--- src/rtl/ip_port_master.sv ---
// Requester front-end for one system_agent IP port: buffers core requests, allocates
// transaction tags, presents requests until granted and returns tagged completions.
module ip_port_master #(
    parameter int FIFO_DEPTH = 4,
    parameter int MAX_OUT    = 8
) (
    input  logic        clk,
    input  logic        rst_n,
    input  logic        core_req_valid,
    output logic        core_req_ready,
    input  logic        core_req_we,
    input  logic [15:0] core_req_addr,
    input  logic [31:0] core_req_wdata,
    output logic        core_rsp_valid,
    output logic [3:0]  core_rsp_tag,
    output logic [31:0] core_rsp_rdata,
    output logic [5:0]  ip_req_trans,
    output logic [15:0] ip_addr,
    output logic [31:0] ip_wdat,
    input  logic        ip_gnt,
    input  logic        ip_done,
    input  logic [3:0]  ip_trans_id,
    input  logic [31:0] ip_rdat,
    output logic        err_unexp
);

    localparam int PW = (FIFO_DEPTH > 1) ? $clog2(FIFO_DEPTH) : 1;
    localparam int CW = PW + 1;
    localparam int EW = 49;
    localparam logic [PW-1:0] PTR_ONE  = PW'(1);
    localparam logic [CW-1:0] CNT_ZERO = CW'(0);
    localparam logic [CW-1:0] CNT_ONE  = CW'(1);
    localparam logic [CW-1:0] CNT_TWO  = CW'(2);
    localparam logic [CW-1:0] CNT_FULL = CW'(FIFO_DEPTH);
    localparam logic [15:0]   TAG_MASK = (MAX_OUT >= 16) ? 16'hFFFF : ((16'd1 << MAX_OUT) - 16'd1);
    localparam logic [0:0]    S_IDLE   = 1'b0;
    localparam logic [0:0]    S_ISSUE  = 1'b1;

    function automatic logic [3:0] lowest_tag(input logic [15:0] v);
        logic [3:0] t;
        t = 4'd0;
        for (int i = 15; i >= 0; i--) begin
            if (v[i]) begin
                t = 4'(i);
            end else begin
                t = t;
            end
        end
        return t;
    endfunction

    logic [0:0]    state_q, state_d;
    logic [EW-1:0] fifo_mem_q [FIFO_DEPTH];
    logic [EW-1:0] fifo_mem_d [FIFO_DEPTH];
    logic [PW-1:0] wr_ptr_q, wr_ptr_d, rd_ptr_q, rd_ptr_d;
    logic [CW-1:0] count_q, count_d;
    logic          ready_q, ready_d;
    logic [5:0]    trans_q, trans_d;
    logic [15:0]   addr_q, addr_d;
    logic [31:0]   wdat_q, wdat_d;
    logic [15:0]   outstanding_q, outstanding_d;
    logic [15:0]   we_tag_q, we_tag_d;
    logic          rsp_valid_q, rsp_valid_d;
    logic [3:0]    rsp_tag_q, rsp_tag_d;
    logic [31:0]   rsp_rdata_q, rsp_rdata_d;
    logic          err_q, err_d;

    logic          push_s, pop_s, done_ok_s;
    logic [EW-1:0] head_s, next_s;
    logic [15:0]   free_s, free_next_s, gnt_mask_s, done_mask_s;

    // Request FIFO: write on accepted core request, read when the agent grants.
    always_comb begin
        push_s     = core_req_valid & ready_q;
        pop_s      = (state_q == S_ISSUE) & ip_gnt;
        fifo_mem_d = fifo_mem_q;
        if (push_s) begin
            fifo_mem_d[wr_ptr_q] = {core_req_we, core_req_addr, core_req_wdata};
            wr_ptr_d             = wr_ptr_q + PTR_ONE;
        end else begin
            wr_ptr_d = wr_ptr_q;
        end
        if (pop_s) begin
            rd_ptr_d = rd_ptr_q + PTR_ONE;
        end else begin
            rd_ptr_d = rd_ptr_q;
        end
        case ({push_s, pop_s})
            2'b10:   count_d = count_q + CNT_ONE;
            2'b01:   count_d = count_q - CNT_ONE;
            default: count_d = count_q;
        endcase
        ready_d = (count_d != CNT_FULL);
        head_s  = fifo_mem_q[rd_ptr_q];
        next_s  = fifo_mem_q[rd_ptr_q + PTR_ONE];
    end

    // Tag bookkeeping and completion return; a tag freed here is only visible next cycle.
    always_comb begin
        done_ok_s     = ip_done & outstanding_q[ip_trans_id];
        gnt_mask_s    = pop_s ? (16'd1 << trans_q[3:0]) : 16'd0;
        done_mask_s   = done_ok_s ? (16'd1 << ip_trans_id) : 16'd0;
        free_s        = ~outstanding_q & TAG_MASK;
        free_next_s   = free_s & ~gnt_mask_s;
        outstanding_d = (outstanding_q | gnt_mask_s) & ~done_mask_s;
        if (pop_s) begin
            we_tag_d = trans_q[4] ? (we_tag_q | gnt_mask_s) : (we_tag_q & ~gnt_mask_s);
        end else begin
            we_tag_d = we_tag_q;
        end
        rsp_valid_d = done_ok_s;
        rsp_tag_d   = done_ok_s ? ip_trans_id : 4'd0;
        rsp_rdata_d = (done_ok_s && !we_tag_q[ip_trans_id]) ? ip_rdat : 32'd0;
        err_d       = err_q | (ip_done & ~outstanding_q[ip_trans_id]);
    end

    // Issue FSM: latch head entry plus lowest free tag, hold until granted.
    always_comb begin
        state_d = state_q;
        trans_d = trans_q;
        addr_d  = addr_q;
        wdat_d  = wdat_q;
        case (state_q)
            S_IDLE: begin
                if ((count_q != CNT_ZERO) && (|free_s)) begin
                    state_d = S_ISSUE;
                    trans_d = {1'b1, head_s[48], lowest_tag(free_s)};
                    addr_d  = head_s[47:32];
                    wdat_d  = head_s[31:0];
                end else begin
                    state_d = S_IDLE;
                    trans_d = 6'd0;
                    addr_d  = 16'd0;
                    wdat_d  = 32'd0;
                end
            end
            S_ISSUE: begin
                if (ip_gnt) begin
                    if ((count_q >= CNT_TWO) && (|free_next_s)) begin
                        state_d = S_ISSUE;
                        trans_d = {1'b1, next_s[48], lowest_tag(free_next_s)};
                        addr_d  = next_s[47:32];
                        wdat_d  = next_s[31:0];
                    end else begin
                        state_d = S_IDLE;
                        trans_d = 6'd0;
                        addr_d  = 16'd0;
                        wdat_d  = 32'd0;
                    end
                end else begin
                    state_d = S_ISSUE;
                end
            end
            default: begin
                state_d = S_IDLE;
                trans_d = 6'd0;
                addr_d  = 16'd0;
                wdat_d  = 32'd0;
            end
        endcase
    end

    // State registers with synchronous active-low reset.
    always_ff @(posedge clk) begin
        if (!rst_n) begin
            state_q       <= S_IDLE;
            for (int i = 0; i < FIFO_DEPTH; i++) begin
                fifo_mem_q[i] <= {EW{1'b0}};
            end
            wr_ptr_q      <= {PW{1'b0}};
            rd_ptr_q      <= {PW{1'b0}};
            count_q       <= CNT_ZERO;
            ready_q       <= 1'b1;
            trans_q       <= 6'd0;
            addr_q        <= 16'd0;
            wdat_q        <= 32'd0;
            outstanding_q <= 16'd0;
            we_tag_q      <= 16'd0;
            rsp_valid_q   <= 1'b0;
            rsp_tag_q     <= 4'd0;
            rsp_rdata_q   <= 32'd0;
            err_q         <= 1'b0;
        end else begin
            state_q       <= state_d;
            fifo_mem_q    <= fifo_mem_d;
            wr_ptr_q      <= wr_ptr_d;
            rd_ptr_q      <= rd_ptr_d;
            count_q       <= count_d;
            ready_q       <= ready_d;
            trans_q       <= trans_d;
            addr_q        <= addr_d;
            wdat_q        <= wdat_d;
            outstanding_q <= outstanding_d;
            we_tag_q      <= we_tag_d;
            rsp_valid_q   <= rsp_valid_d;
            rsp_tag_q     <= rsp_tag_d;
            rsp_rdata_q   <= rsp_rdata_d;
            err_q         <= err_d;
        end
    end

    assign core_req_ready = ready_q;
    assign ip_req_trans   = trans_q;
    assign ip_addr        = addr_q;
    assign ip_wdat        = wdat_q;
    assign core_rsp_valid = rsp_valid_q;
    assign core_rsp_tag   = rsp_tag_q;
    assign core_rsp_rdata = rsp_rdata_q;
    assign err_unexp      = err_q;

endmodule

--- config.mk ---
export PLATFORM = sky130hd
export DESIGN_NAME = ip_port_master
export DESIGN_NICKNAME = d
export VERILOG_FILES = /design/src/rtl/ip_port_master.sv
export SDC_FILE = /design/constraint.sdc
export NUM_CORES = 1
export LEC_CHECK = 0
export ABC_CLOCK_PERIOD_IN_PS = 2600
export BUFFER_PORTS_ARGS = -buffer_cell sky130_fd_sc_hd__buf_2
export CAP_MARGIN = 20
export CORE_ASPECT_RATIO = 1.4
export CORE_MARGIN = 4
export CORE_UTILIZATION = 58
export CTS_BUF_LIST = sky130_fd_sc_hd__clkbuf_16
export DETAILED_ROUTE_END_ITERATION = 8
export GPL_ROUTABILITY_DRIVEN = 0
export PLACE_DENSITY = 0.83
export SLEW_MARGIN = 10
export SYNTH_ARGS = -nofsm -noshare
export SYNTH_HDL_FRONTEND = slang
export SYNTH_SLANG_ARGS = --single-unit
export TNS_END_PERCENT = 10
--- constraint.sdc ---
create_clock -name clk -period 2.6 [get_ports clk]
set_input_delay 0.13 -clock clk [delete_from_list [all_inputs] [get_ports clk]]
set_output_delay 0.13 -clock clk [all_outputs]
set_load 0.01 [all_outputs]
Word-level counts from Yosys, hierarchy flattened
Cells that the tools add are included.
Storage, ports and cells
  bits in registers: 329
  output and inout port bits: 93
  word-level logic and storage cells: 119
  bits of input ports: 90
Cells by class
  bitwise operators: 18
  equality and inequality tests: 4
  shifts and indexed selects: 2
  reductions and logical operators: 10
  multiplexer cells: 57
  $lt $le $gt $ge: 6
  $add $sub $neg: 4
Operators by type and width (number)
  $mux 49: 5
  $bmux 49 s2: 2
  $bwmux 196: 1
  $demux 49 s2: 1
  $mux 16: 6
  $mux 32: 3
  $mux 4: 23
  $pmux 32 s2: 1
  $and 16x16->16: 2
  $not 16->16: 2
  $or 16x16->16: 2
  $pmux 16 s2: 1
  $shl 1x4->16 const A: 2
  $mux 6: 3
  $and 8x16->16: 1
  $reduce_or 16->1: 1
  $pmux 6 s2: 1
  $ge 3x3->1 const B: 3
  $not 2->3: 3
  $bmux 1 s4: 2
  $not 8->8: 1
  $reduce_or 8->1: 1
  $pmux 3 s2: 1
  $lt 4x5->1 const B: 1
  other kinds (19): 32

Depth between registers and ports, before layout
  depth after elaboration: 23
  mapped depth: 10
  gate-level depth less buffers: 9

Worst setup path before layout
No wires, ideal clock.
  kind: reg2reg
  start point: register ready_q, in the netlist core_req_ready
  end point: register ready_q, in the netlist core_req_ready
  stages on the path, launching flop included: 11
  arrival: 1.991 ns
  data required time: 2.478 ns
  library setup time: 0.122 ns
  clock period less this slack: 2.113 ns
  buffers on the path: 1
  path slack: 0.487 ns
  path through: dfxtp_1 > and2_1 > clkbuf_1 > inv_1 > ha_1 > inv_1 > fa_1 > xor2_1 > or3_1 > a21boi_0 > nand2_1
Between the ends
  cells in the longest elaborated chain, start to end: 4
  elaborated cells between the ends (all ways): 5
  classes of those cells: eq/ne: 3; mux: 1; bitwise: 1
Ends and longest elaborated chain
  from (decl): line 57  | logic ready_q, ready_d;
  from (signal assigned): line 189  | ready_q <= ready_d;
  $and 1x1->1 *: line 74  | push_s = core_req_valid & ready_q;
  $eq 2x1->1 or $eq 2x2->1 (tied branches): line 88  | case ({push_s, pop_s})
  $pmux 3 s2 *: line 88
  $ne 3x3->1 *: line 93  | ready_d = (count_d != CNT_FULL);
Mark *: on every way between the ends. The rest lies on a longest branch, timed or not.
A chain may end at the register's enable or synchronous reset.

Final worst setup path
  start point: input port ip_trans_id[0]
  end point: register outstanding_q[15]
Between the ends
  cells in the longest elaborated chain, start to end: 6
  elaborated cells between the ends (all ways): 7
  classes of those cells: shift: 1; mux: 3; bitwise: 3
Ends and longest elaborated chain
  from (decl): line 22  | input logic [3:0] ip_trans_id,
  $bmux 1 s4: line 100  | done_ok_s = ip_done & outstanding_q[ip_trans_id];
  $mux 1 (not written as such): line 100
  $and 1x1->1: line 100
  $mux 16 *: line 102  | done_mask_s = done_ok_s ? (16'd1 << ip_trans_id) : 16'd0;
  $not 16->16 *: line 105  | outstanding_d = (outstanding_q | gnt_mask_s) & ~done_mask_s;
  $and 16x16->16 *: line 105
  to (signal assigned): line 193  | outstanding_q <= outstanding_d;
  to (decl): line 61  | logic [15:0] outstanding_q, outstanding_d;
Mark *: on every way between the ends. The rest lies on a longest branch, timed or not. The select of a mux whose other input is x is not followed.

==> key figures <==
Critical path
  – Critical path's slowest cell: sky130_fd_sc_hd__mux4_2
  – Nature of the critical path endpoint: flop
  – Crit-path max cell delay: 0.62 ns
  – Cell breakdown of the critical path: dlygate4sd3_1 -> buf_2 -> mux4_2 -> mux2i_4 -> nor2_2 -> and2_1 -> a31oi_1 -> dlygate4sd3_1
  – Crit path arrival time: 2.86 ns
  – First element of the critical path: ip_trans_id[0]
  – Data required time at the worst endpoint: 3.09 ns
  – Reg-to-reg critical path startpoint: ip_req_trans[0]
  – Worst-path fanout max: 14
  – Startpoint kind of the worst setup timing path: input pin
  – Most frequent cell on the critical path: sky130_fd_sc_hd__dlygate4sd3_1
  – Path type of the worst setup path: in -> reg

Floorplan
  – Number of ports placed on the die boundary: 183
  – Chip height: 196.7 µm
  – Initial core utilization: 59.36%
  – Total Die Area: 28080 µm²
  – Core box area: 24840 µm²
  – Number of core rows: 68
  – Die width: 142.8 µm

Placement
  – Placed wire-length estimate after detailed placement: 23790 µm
  – Number of port buffers: 181

Yosys
  – Share of synthesized area occupied by flip-flops and latches: 43.44%
  – Post-synth top flop: sky130_fd_sc_hd__dfxtp_1
  – Syn. warnings: 0
  – Area of the mapped netlist: 14750 µm²
  – Mapped Cells: 1561
  – Area share of the largest cell type after synthesis: 43.44%
  – Nets in the synthesized netlist: 1657
  – Cell types with the largest area share after synthesis: sky130_fd_sc_hd__dfxtp_1, sky130_fd_sc_hd__mux4_2, sky130_fd_sc_hd__nand2_1
  – Async S/R FF share, synth: 0%
  – Leading cell types by count after synthesis: sky130_fd_sc_hd__nand2_1, sky130_fd_sc_hd__dfxtp_1, sky130_fd_sc_hd__a21boi_0
  – Flip-flop and latch count after synthesis: 320
  – Top cell type by total area after synthesis: sky130_fd_sc_hd__dfxtp_1
  – Number of distinct standard cells referenced by the synthesized netlist: 47
  – Count leader, synth: sky130_fd_sc_hd__nand2_1
  – Count of flip-flops with a built-in enable after synthesis: 0
  – Average size of a mapped cell: 9.448 µm²

Power and ir drop
  – Clk pwr share: 33.6%
  – Total power: 13.08 mW
  – Switching power summed over all nets: 3.974 mW
  – Power per standard cell area: 729.5 nW/µm²
  – Leak: 6.610 nW
  – Gate power share: 23.4%
  – Sw frac: 30.38%
  – Sequential share of power: 43.0%
  – Max VDD drop: 0.7304 mV
  – Internal power summed over all cells: 9.109 mW

Min path
  – Startpoint of the worst hold path: ip_gnt
  – Class of the most critical hold timing path: in -> reg

Cells and area
  – Synth-to-layout area growth: 21.60%
  – # nets final: 1868
  – Layout Utilization: 72.18%
  – Fraction of layout instances using a drive strength above 1: 23.22%

STA
  – Setup TNS: 0 ns
  – Final max-slew violation count: 0
  – Actual slew at the worst max-slew pin: 0.9719 ns
  – RSZ-0062 raised after global routing: false
  – Time the worst path needs with I/O delays and setup: 2.367 ns
  – Maximum frequency from static timing analysis: 422.5 MHz
  – Worst hold slack across all endpoints: 0.1550 ns
  – Final-report hold violation count: 0
  – # setup viols final: 0
  – Final period util: 91.04%
  – Max-slew headroom at the worst pin: 35.21%
  – Final worst clock skew: 0.01135 ns

Routing
  – WL per Instance: 19.19 µm
  – Vias: 12.57k
  – Drt total wl: 40530 µm
  – Number of design rule violations left after detail routing: 0
  – Number of DRC markers in iteration 0: 947
  – Remaining antenna violation count after routing: 0
  – Detailed-routing iteration count for the pre-antenna-repair pass: 6
  – Vias per inst: 5.949

Clocking
  – Clk_lat worst skew: 0.55 ns
  – Clk pin slew, worst setup/hold paths: 0.06 ns
  – Buffer count from post-CTS setup fixing: 0
  – Number of buffers created by CTS: 30
  – CTS tree: built
  – Clock root buffer master: sky130_fd_sc_hd__clkbuf_16
  – Deepest clock path buffer count: 3
  – Clock Sinks: 320
  – Clock H-tree levels: 1

Job
  – Reported max-cap violation count: 0

Global route
  – Via count of the first global-routing pass: 12.87k
  – Global-route wire length before repair: 64830 µm
  – Antenna violations before repair: 2
  – Global router's overall resource usage: 27.96%
  – Pin count of the biggest net entering global routing: 113
  – GR Overflow Total: 0

Status
  – Run status: completed
==> cell families after synthesis <==
| group | share of synthesized area (%) |
|---|---|
| AO/OA/AOI/OAI | 17.74 |
| AND/OR/NAND/NOR | 17.41 |
| XOR/XNOR | 0.2969 |
| multiplexers | 16.39 |
| other | 0.02543 |
| flip-flops | 43.44 |
| adder cells (fa/ha/maj) | 0.5599 |
| buffers and inverters | 4.140 |
==> critical path: cells and delay by family <==
kind | cells | cell delay, ns
multiplexers | 2 | 0.83
buffers and inverters | 3 | 1.43
AND/OR/NAND/NOR | 2 | 0.29
AO/OA/AOI/OAI | 1 | 0.18
==> state kept, by name, summed over array words and instances, names as in the netlist, named ones only <==
name            cells
core_req_ready      1
core_rsp_rdata     32
core_rsp_tag        4
core_rsp_valid      1
count_q             3
err_unexp           1
fifo_mem_q        196
ip_addr            16
ip_req_trans        5
ip_wdat            32
outstanding_q      16
rd_ptr_q            2
state_q             1
wr_ptr_q            2
==> stage by stage <==
step / instance area (µm²) / worst slack, ns / instances
3_5_place_dp: 16040 / 0.1507 / 1964
5_1_grt: 17930 / 0.1285 / 2112
3_3_place_gp: 16040 / 0.2323 / 1964
6_report: 17930 / 0.2329 / 2112
2_1_floorplan: 14750 / 0.4868 / 1561
4_1_cts: 17920 / 0.1374 / 2110
==> layer usage <==
| layer | global-route usage, % | up-vias | routed length (µm) |
|---|---|---|---|
| met4 | 10.88 | 2 | 1239 |
| met3 | 4.053 | 100 | 3074 |
| li1 | - | 5831 | - |
| met5 | 0 | - | 13 |
| met1 | 33.14 | 6056 | 15110 |
| met2 | 50.68 | 576 | 21100 |
==> power groups by stage <==
stage               combinational (mW)  clock [mW]  sequential (mW)
CTS                               3.02        4.44             5.61
global route                      3.30        4.64             5.66
global placement                  2.83           0             5.69
detailed placement                2.90           0             5.71
floorplan                         1.80           0             5.66
finish                            3.07        4.39             5.62
==> area by class of cell <==
cell class | count | area (µm²)
well taps | 315 | 394.1
flip-flops and latches | 320 | 6414
clock buffers | 31 | 775.7
multi-input cells | 1101 | 7774
fillers | 1716 | 6910
diodes | 1 | 2.502
clock inverters | 25 | 205.2
repair buffers | 311 | 2338
inverters | 8 | 30.03
==> path summary, 6_finish.rpt <==
path / end / slack [ns] / depth (start not counted)
setup reg to reg: ip_req_trans[1] / 0.27 / 7
hold / removal: rd_ptr_q[0] / 0.15 / 4
hold reg to reg: outstanding_q[11] / 0.43 / 2
setup / recovery: outstanding_q[15] / 0.23 / 8
==> cells in the final DEF (no fill, tap or decap), types with 9 or more instances in the layout <==
master,instances
sky130_fd_sc_hd__clkinv_1,11
sky130_fd_sc_hd__nand2_1,428
sky130_fd_sc_hd__nor2_1,9
sky130_fd_sc_hd__a21oi_1,111
sky130_fd_sc_hd__a21boi_0,206
sky130_fd_sc_hd__buf_4,22
sky130_fd_sc_hd__inv_1,13
sky130_fd_sc_hd__clkbuf_16,31
sky130_fd_sc_hd__and2_4,30
sky130_fd_sc_hd__mux4_2,105
sky130_fd_sc_hd__buf_2,180
sky130_fd_sc_hd__buf_12,18
sky130_fd_sc_hd__dfxtp_1,318
sky130_fd_sc_hd__dlygate4sd3_1,90
sky130_fd_sc_hd__o21ai_0,65
sky130_fd_sc_hd__nor2b_1,55
sky130_fd_sc_hd__a31oi_1,9
sky130_fd_sc_hd__and2_1,12
==> timing repair <==
item,in CTS,in global routing
resized for setup,0,0
hold buffers,90,0
endpoints found under the hold margin,249,0
endpoints found under the setup margin,0,1
No activity file was read; power rests on OpenSTA's default activity.
